===== config.mk =====
export PLATFORM = sky130hd
export DESIGN_NAME = uart_rx_fifo
export DESIGN_NICKNAME = d
export VERILOG_FILES = /design/src/rtl/uart_rx_fifo.sv
export SDC_FILE = /design/constraint.sdc
export NUM_CORES = 1
export LEC_CHECK = 0
export ABC_AREA = 1
export ABC_CLOCK_PERIOD_IN_PS = 3410
export BUFFER_PORTS_ARGS = -buffer_cell sky130_fd_sc_hd__buf_2
export CAP_MARGIN = 40
export CORE_MARGIN = 2
export CORE_UTILIZATION = 67
export DETAILED_ROUTE_END_ITERATION = 10
export GPL_ROUTABILITY_DRIVEN = 0
export PLACE_DENSITY_LB_ADDON = 0.25
export SLEW_MARGIN = 20
export SYNTH_ARGS = -nofsm -noshare
export SYNTH_HDL_FRONTEND = slang
export SYNTH_SLANG_ARGS = --single-unit

===== constraint.sdc =====
create_clock -name i_clk -period 3.41 [get_ports i_clk]
set_input_delay 0.5115 -clock i_clk [delete_from_list [all_inputs] [get_ports i_clk]]
set_output_delay 0.5115 -clock i_clk [all_outputs]
set_load 0.02 [all_outputs]

===== src/rtl/uart_rx_fifo.sv =====
// uart_rx_fifo: 16x-oversampled 8N1 UART receiver feeding a show-ahead FIFO.
// Good bytes are queued for a polling collector. A bad stop bit drops the byte
// and pulses o_ferr. A byte that arrives while the FIFO is full sets the sticky o_ovf.
module uart_rx_fifo #(
    parameter int TICK_DIV0 = 27,
    parameter int TICK_DIV1 = 326,
    parameter int FIFO_AW   = 4
) (
    input  logic               i_clk,
    input  logic               i_rst,
    input  logic               i_baud,
    input  logic               i_rx,
    input  logic               i_read,
    output logic               o_ready,
    output logic [7:0]         o_D,
    output logic               o_used,
    output logic [FIFO_AW:0]   o_count,
    output logic               o_ferr,
    output logic               o_ovf
);

    localparam int DIV_MAX = (TICK_DIV0 > TICK_DIV1) ? TICK_DIV0 : TICK_DIV1;
    localparam int TW      = $clog2(DIV_MAX);
    localparam int DEPTH   = 1 << FIFO_AW;

    localparam logic [TW-1:0]      TOP0     = TW'(TICK_DIV0 - 1);
    localparam logic [TW-1:0]      TOP1     = TW'(TICK_DIV1 - 1);
    localparam logic [FIFO_AW:0]   FULL_CNT = (FIFO_AW + 1)'(DEPTH);

    localparam logic [2:0] S_IDLE   = 3'd0;
    localparam logic [2:0] S_START  = 3'd1;
    localparam logic [2:0] S_DATA   = 3'd2;
    localparam logic [2:0] S_STOP   = 3'd3;
    localparam logic [2:0] S_WAITHI = 3'd4;

    // ---------------- input synchronizer ----------------
    logic rx_m, rx_s;

    // Two-flop synchronizer; resets to the idle-high line level so no false start bit appears.
    // NOTE: sequential state uses non-blocking (<=) so every flop samples pre-edge values.
    always_ff @(posedge i_clk or negedge i_rst) begin
        if (!i_rst) begin
            rx_m <= 1'b1;
            rx_s <= 1'b1;
        end else begin
            rx_m <= i_rx;
            rx_s <= rx_m;
        end
    end

    // ---------------- 16x tick generator ----------------
    logic [TW-1:0] tick_cnt;
    logic [TW-1:0] tick_top;
    logic          tick;

    assign tick = (tick_cnt == tick_top);

    // Free-running divider; the baud selection is reloaded only at a wrap so a period never truncates.
    always_ff @(posedge i_clk or negedge i_rst) begin
        if (!i_rst) begin
            tick_cnt <= '0;
            tick_top <= TOP0;
        end else if (tick) begin
            tick_cnt <= '0;
            tick_top <= i_baud ? TOP1 : TOP0;
        end else begin
            tick_cnt <= tick_cnt + TW'(1);
        end
    end

    // ---------------- frame FSM ----------------
    logic [2:0] state;
    logic [3:0] sc;
    logic [2:0] bit_idx;
    logic [7:0] shreg;

    logic [FIFO_AW:0]   count;
    logic [FIFO_AW-1:0] wptr, rptr;
    logic               full, pop, push, stop_tick, stop_good, stop_bad;

    assign stop_tick = tick && (state == S_STOP) && (sc == 4'd15);
    assign stop_good = stop_tick && rx_s;
    assign stop_bad  = stop_tick && !rx_s;
    assign full      = (count == FULL_CNT);
    assign pop       = i_read && (count != '0);
    // A pop in the same edge frees the slot, so a full FIFO still accepts the byte.
    assign push      = stop_good && (!full || pop);

    // Frame sequencing; every transition is qualified by the 16x tick.
    always_ff @(posedge i_clk or negedge i_rst) begin
        if (!i_rst) begin
            state   <= S_IDLE;
            sc      <= 4'd0;
            bit_idx <= 3'd0;
            shreg   <= 8'h00;
        end else if (tick) begin
            case (state)
                S_IDLE: begin
                    if (!rx_s) begin
                        state <= S_START;
                        sc    <= 4'd0;
                    end
                end
                S_START: begin
                    if (sc == 4'd7) begin
                        if (rx_s) begin
                            state <= S_IDLE;
                        end else begin
                            state   <= S_DATA;
                            sc      <= 4'd0;
                            bit_idx <= 3'd0;
                        end
                    end else begin
                        sc <= sc + 4'd1;
                    end
                end
                S_DATA: begin
                    if (sc == 4'd15) begin
                        shreg   <= {rx_s, shreg[7:1]};
                        sc      <= 4'd0;
                        bit_idx <= bit_idx + 3'd1;
                        if (bit_idx == 3'd7) state <= S_STOP;
                    end else begin
                        sc <= sc + 4'd1;
                    end
                end
                S_STOP: begin
                    if (sc == 4'd15) begin
                        state <= rx_s ? S_IDLE : S_WAITHI;
                    end else begin
                        sc <= sc + 4'd1;
                    end
                end
                S_WAITHI: begin
                    if (rx_s) state <= S_IDLE;
                end
                default: state <= S_IDLE;
            endcase
        end
    end

    // Error flags: o_ferr is a single-cycle pulse, o_ovf holds until reset.
    always_ff @(posedge i_clk or negedge i_rst) begin
        if (!i_rst) begin
            o_ferr <= 1'b0;
            o_ovf  <= 1'b0;
        end else begin
            o_ferr <= stop_bad;
            if (stop_good && full && !pop) o_ovf <= 1'b1;
        end
    end

    // ---------------- FIFO ----------------
    logic [7:0] mem [DEPTH];

    // Storage write; the byte is fully shifted in by the time STOP samples.
    // NOTE: the data array has no reset; count gates o_D, so stale contents are never visible.
    always_ff @(posedge i_clk) begin
        if (push) mem[wptr] <= shreg;
    end

    // Pointers and occupancy; a push and pop on the same edge leave count unchanged.
    always_ff @(posedge i_clk or negedge i_rst) begin
        if (!i_rst) begin
            wptr  <= '0;
            rptr  <= '0;
            count <= '0;
        end else begin
            if (push) wptr <= wptr + FIFO_AW'(1);
            if (pop)  rptr <= rptr + FIFO_AW'(1);
            case ({push, pop})
                2'b10:   count <= count + (FIFO_AW + 1)'(1);
                2'b01:   count <= count - (FIFO_AW + 1)'(1);
                default: count <= count;
            endcase
        end
    end

    assign o_ready = (count != '0);
    assign o_D     = o_ready ? mem[rptr] : 8'h00;
    assign o_used  = (state != S_IDLE);
    assign o_count = count;

endmodule


==> results of run 1 <==
## cells by family after synthesis
| group | synth area share |
|---|---|
| flip-flops | 0.665 |
| adder cells (fa/ha/maj) | 0.0183 |
| XOR/XNOR | 0.00932 |
| multiplexers | 0.0140 |
| buffers and inverters | 0.0401 |
| AND/OR/NAND/NOR | 0.141 |
| AO/OA/AOI/OAI | 0.112 |
## cell usage after synthesis, types with 2 or more instances
| cell | number | area (um2) |
|---|---|---|
| a21oi_1 | 16 | 80.1 |
| buf_2 | 3 | 15.0 |
| clkbuf_1 | 21 | 78.8 |
| dfrtp_1 | 43 | 1080 |
| dfstp_2 | 3 | 78.8 |
| edfxtp_1 | 128 | 3840 |
| ha_1 | 11 | 138 |
| inv_1 | 47 | 176 |
| inv_2 | 3 | 11.3 |
| mux2_4 | 7 | 105 |
| nand2_1 | 61 | 229 |
| nand2_2 | 5 | 31.3 |
| nand2_4 | 2 | 22.5 |
| nand3_1 | 35 | 175 |
| nand3_2 | 3 | 30.0 |
| nand3_4 | 2 | 35.0 |
| nand4_1 | 5 | 31.3 |
| nor2_1 | 108 | 405 |
| nor2_4 | 4 | 45.0 |
| nor3_1 | 8 | 40.0 |
| o21ai_0 | 88 | 440 |
| o21bai_1 | 3 | 22.5 |
| o221ai_1 | 22 | 193 |
| o22ai_1 | 10 | 62.6 |
| xor2_1 | 7 | 61.3 |
## how the worst max path moves through the flow
stage	from	end	slack, ns	depth (start not counted)
detailed placement	tick_top[4]	mem[4][2]	0.70	10
finish	rptr[2]	o_D[6]	0.12	5
global placement	rptr[1]	o_D[5]	0.77	8
CTS	rptr[1]	o_D[5]	0.11	8
global route	rptr[2]	o_D[0]	0.01	5
floorplan	tick_top[4]	mem[15][0]	1.26	10
## layer usage
layer	routed length, um	vias up	global-route usage
met3	1710	57	0.0871
met4	555	0	0.114
met2	8200	363	0.495
met1	6460	2500	0.398
met5	0	-	0
li1	-	2386	-
## critical path, cell delays in order (launching register included)
cell and delay [ns]:
dfrtp_1 0.73, clkinv_1 0.64, o221ai_1 0.31, nand3_1 0.13
a21oi_1 0.22, buf_2 0.20
## placed cells by master, fill, tap and decap left out, types with 8 or more instances in the layout
cell type / count
clkbuf_16: 16
dfrtp_1: 42
edfxtp_1: 128
nor3_1: 8
a21oi_1: 16
buf_2: 21
ha_1: 11
nand2_1: 61
o22ai_1: 10
nor2_1: 108
o21ai_0: 88
inv_1: 47
nand3_1: 35
o221ai_1: 22
## report_power, final
part	leakage, nW	internal, mW	total, mW	switching [mW]
Sequential	1.99	2.37	2.52	0.145
Clock	0.291	1.17	1.96	0.782
Combinational	1.20	0.702	2.24	1.54
Total	3.48	4.25	6.71	2.46
## state kept, by name (all words and copies together) (netlist names)
name      count
tick_cnt      9
o_ovf         1
state         3
rx_s          1
tick_top      2
bit_idx       3
shreg         8
wptr          4
rptr          4
o_ferr        1
mem         128
sc            4
o_count       5
rx_m          1
## final cells by class
type	instances	area (um2)
Clock buffer	22	463
Clock inverter	10	138
Fill cell	661	2540
Inverter	52	196
Multi-Input combinational cell	407	2220
Sequential cell	174	5000
Tap cell	140	175
Timing Repair Buffer	27	160
## repair_timing
item | in CTS | in global routing
hold endpoints to repair | 20 | 0
gates resized for setup | 0 | 0
endpoints found under the setup margin | 0 | 0
hold buffers | 1 | 0
## through the flow
stage                     std cells   util  total power [mW]
after floorplan                 658      -              4.09
after global placement          798  0.709              4.66
after detailed placement        798  0.709              4.71
after CTS                       831  0.765              6.66
after global routing            832  0.767              7.04
final                           832  0.767              6.71
==> summary.txt, run 1 <==
Timing
  – Final setup viols: 0
  – Final Hold Viols: 0
  – Fin Setup TNS: 0 ns
  – Hold WS: between 0.07 and 0.08 ns
  – Rel. slew slack: 0.430
  – Worst-margin pin slew: 0.855 ns
  – Min Tclk post-route: about 3.3 ns
  – Fmax: between 0.3 and 0.4 GHz
  – Final Max Tran Viols: 0
  – Crit share post-route: 0.965
  – Clock Skews: about 0.011 ns
  – Unrepaired setup endpoints after global routing: false
  – Setup slack after layout: ~0.12 ns

Drt
  – Final ANT Viol Nets: 0
  – DR WL/cell: 20.3 um
  – DRC violations left: 0
  – Vias/cell: 6.38
  – Vias: approximately 5300
  – Post-Route WL: between 15 and 20 mm
  – Initial DRC Count: around 800
  – Initial DRT Pass Iterations: 6

Floorplanning
  – Die H: between 100 and 150 um
  – Core area: 10900 um2
  – Starting Density: 0.690
  – Row Count: 38
  – Die area: approximately 12000 um2
  – Die Span X: approximately 110 um
  – Ports: 22

Setup path
  – Worst setup path class: register to output pin
  – Reg2reg setup slack: between 0.7 and 0.8 ns
  – Critical path startpoint category: register
  – Crit-path max FO: 18
  – Critical Path End Type: output pin
  – Worst R2R Start: tick_top[4]
  – FF-to-FF End: mem[4][6]
  – Critical Path RT: 2.90 ns
  – CP arrival: between 2 and 3 ns
  – R2r worst-path depth: 10

Final layout
  – Synth-to-Final Area Change: 11.1%
  – Share of cells above drive strength 1: 0.129
  – Ant diodes: 0
  – Final #Nets: a little under 700
  – Final Instance Area: approximately 8300 um2

Global routing
  – Total GRT Usage: 0.306
  – Grt total ovfl: 0
  – Largest net degree at the start of global routing: 67
  – Vias in the first global route: 5107
  – First-pass GRT wire length: 26.8 mm
  – Antenna violations before repair: 0

Yosys
  – EDFF count, synth: roughly 130
  – Main synth FF type: edfxtp_1
  – Distinct cells, synth: 38
  – Post-Syn Area: 7520 um2
  – Cell count after synthesis: between 600 and 700
  – Yosys warning count: 0
  – Post-synthesis sequential area ratio: 0.665
  – Ys async rst share: 0.264
  – Seq cells post-synth: 174
  – Avg Cell Area, Syn: around 11 um2
  – Syn nets: 674

Flow run
  – Max-Cap Viols: 0

Place
  – Detailed placement HPWL: 10.8 mm
  – Pre-CTS setup slack: 0.700 ns
  – I/O Buffers: 21
  – Post-DP Area: ~7700 um2

Pwr
  – Worst VDD drop: around 500 uV
  – LEAKAGE: 3.48 nW
  – Cell area power density: 804 nW/um2

Clocking
  – H-tree levels: 4
  – CTS buffer count: 17
  – Root Driver: clkbuf_8
  – TritonCTS clock tree: done
  – CTS max path bufs: 2
  – Clock sink count: around 170
  – Clk slew on worst S/H paths: approximately 0.07 ns
  – Post-CTS Setup Repair Bufs: 0
  – Worst-skew pair later-pin latency: roughly 0.54 ns

Min path
  – Hold Path Class: primary input to register
  – Worst Hold Depth: 1
  – Min-Delay Endpoint: rx_m
  – Worst Hold Launch: i_rx

Outcome
  – Status: finished clean
No activity file was read; power rests on OpenSTA's default activity.
==> run 2: changes to the inputs <==
--- a/config.mk
+++ b/config.mk
@@ -5,12 +5,11 @@
 export SDC_FILE = /design/constraint.sdc
 export NUM_CORES = 1
 export LEC_CHECK = 0
-export ABC_AREA = 1
 export ABC_CLOCK_PERIOD_IN_PS = 3410
 export BUFFER_PORTS_ARGS = -buffer_cell sky130_fd_sc_hd__buf_2
 export CAP_MARGIN = 40
 export CORE_MARGIN = 2
-export CORE_UTILIZATION = 67
+export CORE_UTILIZATION = 66
 export DETAILED_ROUTE_END_ITERATION = 10
 export GPL_ROUTABILITY_DRIVEN = 0
 export PLACE_DENSITY_LB_ADDON = 0.25
==> summary.txt, run 2 <==
Drt
  – Initial DRT Pass Iterations: 4 (-2)
  – Vias: 3965 (-25%)
  – DRC violations left: 0 (unchanged)
  – Post-Route WL: 14.7 mm (-13%)
  – DR WL/cell: 23.9 um (+18%)
  – Initial DRC Count: 471 (-42%)
  – Vias/cell: 6.45 (+1.1%)
  – Final ANT Viol Nets: 0 (unchanged)

Floorplanning
  – Ports: 22 (unchanged)
  – Die Span X: 110 um (-0.13%)
  – Die H: 110 um (-0.13%)
  – Starting Density: 0.678 (-0.0121)
  – Die area: 12100 um2 (-0.25%)
  – Core area: 10900 um2 (unchanged)
  – Row Count: 38 (unchanged)

Setup path
  – Critical path startpoint category: register
  – Worst setup path end: o_count[4]
  – Critical-path cell list: or4_4 -> a211oi_4 -> nand3_4 -> and2_1 -> xor2_1 -> ha_1 -> or3_1 -> a21oi_1 -> nand2_1 -> mux2i_1 -> xnor2_1
  – CP max stage cell: or4_4
  – CP top delay family: simple AND/OR/NAND/NOR gates
  – Critical Path Start: tick_cnt[1]
  – Max incr delay on CP: 0.58 ns (-0.15 ns)
  – Crit-path max FO: 6 (-12)
  – CP arrival: 3.67 ns (+0.89 ns)
  – Critical path depth: 11 (+6)
  – Critical Path End Type: register
  – FF-to-FF End: o_count[4]
  – Critical Path RT: 3.86 ns (+0.96 ns)
  – Reg2reg setup slack: 0.19 ns (-0.52 ns)
  – Worst setup path class: register to register
  – Worst Path Buf+Inv: 0 (-2)
  – R2r worst-path depth: 11 (+1)
  – Worst R2R Start: tick_cnt[1]

Timing
  – Rel. slew slack: 0.467 (+0.0376)
  – Clock Skews: 0.0105 ns (-0.000204 ns)
  – Min Tclk post-route: 3.22 ns (-0.0699 ns)
  – Final Hold Viols: 0 (unchanged)
  – Crit share post-route: 0.944 (-0.0205)
  – Final Max Tran Viols: 0 (unchanged)
  – Fin Setup TNS: 0 ns (unchanged)
  – Final setup viols: 0 (unchanged)
  – Unrepaired setup endpoints after global routing: false
  – Worst-margin pin slew: 0.796 ns (-0.0593 ns)
  – Fmax: 0.311 GHz (+2.2%)

Yosys
  – Post-synth top area cell: edfxtp_1
  – Main synth FF type: edfxtp_1
  – Ys async rst share: 0.264 (unchanged)
  – Share of the synthesized area in the top cell type: 0.520 (+0.00910)
  – EDFF count, synth: 128 (unchanged)
  – Yosys warning count: 0 (unchanged)
  – Avg Cell Area, Syn: 17.2 um2 (+50%)
  – Seq cells post-synth: 174 (unchanged)
  – Distinct cells, synth: 47 (+24%)
  – Cell count after synthesis: 430 (-35%)
  – Post-synthesis sequential area ratio: 0.677 (+0.0118)
  – Most instantiated cells after synthesis: edfxtp_1 (128), dfrtp_1 (43), mux4_2 (40)
  – Post-Syn Area: 7390 um2 (-1.7%)
  – Dominant cells by area after synthesis: edfxtp_1 (52%), dfrtp_1 (15%), mux4_2 (12%), ha_1 (1.9%), mux2_4 (1.8%)
  – Syn nets: 446 (-34%)
  – Most numerous cell in the Yosys netlist: edfxtp_1

Clocking
  – Clk slew on worst S/H paths: 0.07 ns (about the same)
  – Worst-skew pair later-pin latency: 0.54 ns (about the same)
  – TritonCTS clock tree: done
  – Root Driver: clkbuf_8
  – CTS max path bufs: 2 (unchanged)
  – CTS buffer count: 17 (unchanged)
  – Clock sink count: 174 (unchanged)
  – H-tree levels: 4 (unchanged)

Final layout
  – Most flop-heavy register: mem
  – Sequential cell area: 5000 um2 (unchanged)
  – Most common cell after layout, fill and taps aside: edfxtp_1
  – FILL cells: 571 (-14%)
  – Share of cells above drive strength 1: 0.282 (+0.153)
  – Most frequent cells in the layout: edfxtp_1 (128), dfrtp_1 (42), mux4_2 (40), nor2_1 (23), buf_2 (21)
  – Final Non-Filler Cells: 615 (-26%)
  – Ant diodes: 0 (unchanged)
  – Final #Nets: 478 (-31%)
  – Multi-input gate area: 2280 um2 (+2.8%)
  – Synth-to-Final Area Change: 13.0%
  – Max FFs per register: 128 (unchanged)
  – Largest regs: mem: 128 flops, tick_cnt: 9 flops, shreg: 8 flops
  – Final core occ: 0.766 (about the same)

Place
  – I/O Buffers: 21 (unchanged)
  – Placed cell count: 580 (-27%)
  – Detailed placement HPWL: 9.07 mm (-16%)

Pwr
  – LEAKAGE: 3.40 nW (-2.4%)
  – Cell area power density: 623 nW/um2 (-22%)
  – Total power: 5.20 mW (-23%)
  – Worst VDD drop: 688 uV (+34%)

Global routing
  – First-pass GRT wire length: 22.7 mm (-15%)
  – Largest net degree at the start of global routing: 36 (-46%)
  – Total GRT Usage: 0.268 (-0.0385)
  – Vias in the first global route: 3942 (-23%)
  – Antenna violations before repair: 0 (unchanged)
  – Grt total ovfl: 0 (unchanged)

Min path
  – Worst Hold Depth: 1 (unchanged)
  – Hold Path Class: primary input to register

Outcome
  – Status: finished clean

Flow run
  – Max-Cap Viols: 0 (unchanged)
-- run 2: cell count changes in the layout (fill, tap and decap cells not counted), sizes merged, moves of 29 or more --
cell	change
nor2	-90
nand2	-54
inv	-35
nand3	-29
o21ai	-83
mux4	+40
-- run 2: power breakdown --
part	leakage, nW	internal, mW	switching (mW)	total, mW
Sequential	2.07	2.31	0.137	2.45
Combinational	1.02	0.346	0.386	0.733
Clock	0.301	1.20	0.819	2.02
-- run 2: kinds of logic after synthesis --
| group | Yosys count | synth area share |
|---|---|---|
| buf+inv | 31 | 0.0163 |
| compound gates | 28 | 0.0274 |
| mux | 61 | 0.158 |
| simple gates | 107 | 0.0811 |
| flops | 174 | 0.677 |
| fa+ha+maj | 11 | 0.0186 |
| xor+xnor | 18 | 0.0213 |
-- run 2: final cells by class --
type / instances / area share
well taps: 140 / 0.0210
clock buffers: 17 / 0.0496
multi-input cells: 225 / 0.273
clock inverters: 15 / 0.0250
flip-flops and latches: 174 / 0.599
inverters: 10 / 0.00450
repair buffers: 34 / 0.0276
-- run 2: stage by stage --
step	hold slack, ns	instance area [um2]	setup WS [ns]
6_report	0.0738	8350	0.190
2_1_floorplan	0.216	7390	0.471
4_1_cts	0.0603	8320	0.0660
3_3_place_gp	0.346	7660	0.346
5_1_grt	0.0471	8350	0.00836
3_5_place_dp	0.350	7680	0.207
-- run 2: metal layers --
layer  track usage  vias up  wire length [um]  part of all wire
met5             0        -                 0                 0
met4        0.0805        0               269             0.018
met3        0.0682       24               981             0.067
met2         0.418      150              7390              0.50
met1         0.379     2045              6080              0.41
li1              -     1746                 -                 -
-- run 2: worst min path at each step --
stage,slack (ns),from,end
6_report,0.07,i_rx,rx_m
2_1_floorplan,0.22,i_rst,bit_idx[0]
3_3_place_gp,0.35,rx_m,rx_s
3_5_place_dp,0.35,rx_m,rx_s
4_1_cts,0.06,i_rx,rx_m
5_1_grt,0.05,i_rx,rx_m
-- run 2: what timing repair did --
action,in CTS,in global routing
buffers inserted,0,2
resized for setup,0,2
setup endpoints to repair,0,1
hold buffers,1,0
endpoints found under the hold margin,18,0
==> run 3: changes to the inputs <==
--- a/config.mk
+++ b/config.mk
@@ -8,7 +8,6 @@
 export ABC_CLOCK_PERIOD_IN_PS = 3410
 export BUFFER_PORTS_ARGS = -buffer_cell sky130_fd_sc_hd__buf_2
 export CAP_MARGIN = 40
-export CORE_MARGIN = 2
 export CORE_UTILIZATION = 66
 export DETAILED_ROUTE_END_ITERATION = 10
 export GPL_ROUTABILITY_DRIVEN = 0
==> summary.txt, run 3 (synthesis gave the netlist of run 2 again) <==
Outcome
  – Status: finished clean

Final layout
  – Largest regs: mem: 128 flops, tick_cnt: 9 flops, shreg: 8 flops
  – Most flop-heavy register: mem
  – Most common cell after layout, fill and taps aside: edfxtp_1
  – Most frequent cells in the layout: edfxtp_1 (128), dfrtp_1 (42), mux4_2 (40), nor2_1 (23), buf_2 (21)
  – Max FFs per register: 128 (unchanged)
  – Final #Nets: 479 (+0.21%)
  – Synth-to-Final Area Change: 11.7%
  – Share of cells above drive strength 1: 0.269 (-0.0132)
  – Ant diodes: 0 (unchanged)

Floorplanning
  – Row Count: 38 (unchanged)
  – Starting Density: 0.678 (unchanged)
  – Die H: 108 um (-1.8%)
  – Die Span X: 108 um (-1.8%)
  – Core area: 10900 um2 (unchanged)
  – Ports: 22 (unchanged)
  – Die area: 11600 um2 (-3.6%)

Pwr
  – Cell area power density: 592 nW/um2 (-5.0%)
  – Worst VDD drop: 806 uV (+17%)
  – Psw: 1.23 mW (-8.4%)
  – Clock share of power: 0.354 (-0.035)
  – LEAKAGE: 3.36 nW (-1.2%)
  – Internal power: 3.66 mW (-5.3%)
  – Part of the power in registers: 0.499 (+0.029)
  – Total power: 4.88 mW (-6.1%)
  – Net Sw Frac: 0.252 (-0.00647)
  – Gate power share: 0.147 (+0.006)

Timing
  – Final Hold Viols: 0 (unchanged)
  – Final setup viols: 0 (unchanged)
  – Min Tclk post-route: 3.19 ns (-0.0318 ns)
  – Clock Skews: 0.00862 ns (-0.00187 ns)
  – Unrepaired setup endpoints after global routing: false
  – Final Max Tran Viols: 0 (unchanged)
  – Hold WS: 0.0760 ns (+0.00214 ns)
  – Crit share post-route: 0.935 (-0.00933)
  – Fin Setup TNS: 0 ns (unchanged)
  – Fmax: 0.314 GHz (+1.0%)
  – Setup slack after layout: 0.222 ns (+0.0318 ns)
  – Worst-margin pin slew: 0.744 ns (-0.0522 ns)
  – Rel. slew slack: 0.502 (+0.0349)

Setup path
  – Worst setup path class: register to output pin
  – Critical path startpoint category: register
  – Critical Path Start: rptr[0]
  – Worst R2R Start: sc[1]
  – Critical Path End Type: output pin
  – CP arrival: 2.68 ns (-0.99 ns)
  – Critical Path RT: 2.90 ns (-0.96 ns)
  – Crit-path max FO: 35 (+29)

Clocking
  – Clk slew on worst S/H paths: 0.06 ns (about the same)
  – TritonCTS clock tree: done
  – H-tree levels: 4 (unchanged)
  – Clock sink count: 174 (unchanged)
  – Root Driver: clkbuf_8
  – Worst-skew pair later-pin latency: 0.54 ns (about the same)
  – # resized after CTS: 0 (unchanged)
  – CTS buffer count: 17 (unchanged)
  – CTS max path bufs: 2 (unchanged)

Drt
  – DR WL/cell: 22.5 um (-5.8%)
  – DRC violations left: 0 (unchanged)
  – Vias: 3943 (-0.55%)
  – Initial DRT Pass Iterations: 5 (+1)
  – Post-Route WL: 13.9 mm (-5.7%)
  – Final ANT Viol Nets: 0 (unchanged)
  – Initial DRC Count: 356 (-24%)
  – Vias/cell: 6.40 (-0.72%)

Place
  – I/O Buffers: 21 (unchanged)
  – Detailed placement HPWL: 8.67 mm (-4.4%)
  – Pre-CTS setup slack: 0.405 ns (+0.198 ns)

Flow run
  – Max-Cap Viols: 0 (unchanged)

Global routing
  – Vias in the first global route: 3834 (-2.7%)
  – Grt total ovfl: 0 (unchanged)
  – First-pass GRT wire length: 21.4 mm (-6.0%)
  – Antenna violations before repair: 0 (unchanged)
  – Largest net degree at the start of global routing: 36 (unchanged)
  – Total GRT Usage: 0.264 (-0.00407)

Min path
  – Hold Path Class: primary input to register
  – Worst Hold Launch: i_rx
[run 3: cell types whose count changed in the layout (fill, tap and decap cells not counted)]
cell	change
clkinv_1	+1
inv_8	-1
clkbuf_1	+5
nand3_4	-1
bufinv_16	-3
buf_4	+1
clkinv_4	-2
inv_6	-4
nand3_1	+1
clkinv_2	+2
clkbuf_8	+2
[run 3: what timing repair did]
| item | 4_1_cts | 5_1_grt |
|---|---|---|
| buffers inserted | 0 | 0 |
| endpoints found under the setup margin | 0 | 0 |
| hold endpoints to repair | 12 | 0 |
| hold buffers | 1 | 0 |
[run 3: metal layers]
metal / share of wire / up-vias / GRT usage
met5: 0 / - / 0
met4: 0.019 / 0 / 0.109
met3: 0.064 / 23 / 0.0617
met2: 0.49 / 162 / 0.391
met1: 0.43 / 2012 / 0.382
li1: - / 1746 / -
[run 3: final cells by class]
type / count / area [um2]
clock buffers: 24 / 460
clock inverters: 8 / 68.8
fillers: 570 / 2640
inverters: 10 / 37.5
multi-input cells: 225 / 2270
flip-flops and latches: 174 / 5000
well taps: 140 / 175
repair buffers: 35 / 238
[run 3: worst paths after layout]
kind / slack, ns / cells after the start / end
hold / removal: 0.08 / 1 / rx_m
hold reg to reg: 0.36 / 0 / rx_s
setup / recovery: 0.22 / 5 / o_D[5]
max in group asynchronous: 2.45 / 3 / rx_s
setup reg to reg: 0.32 / 12 / o_count[4]
min in group asynchronous: 0.41 / 2 / rptr[3]
[run 3: stage by stage]
| step | instance area (um2) | std cells | utilization |
|---|---|---|---|
| 2_1_floorplan | 7390 | 430 | - |
| 3_3_place_gp | 7690 | 582 | 0.706 |
| 3_5_place_dp | 7710 | 583 | 0.708 |
| 4_1_cts | 8250 | 616 | 0.757 |
| 5_1_grt | 8250 | 616 | 0.757 |
| 6_report | 8250 | 616 | 0.757 |
[run 3: worst max-delay path: stages (launching register included)]
cell	delay, ns
dfrtp_2	0.38
buf_12	0.27
mux4_2	0.60
mux4_2	0.50
nor2b_1	0.16
buf_2	0.20
[run 3: power by group through the flow]
stage	registers (mW)	logic, mW	clock network, mW
floorplan	2.43	0.590	0
global placement	2.47	0.712	0
detailed placement	2.48	0.724	0
CTS	2.44	0.731	1.76
global route	2.45	0.783	1.83
finish	2.44	0.718	1.73
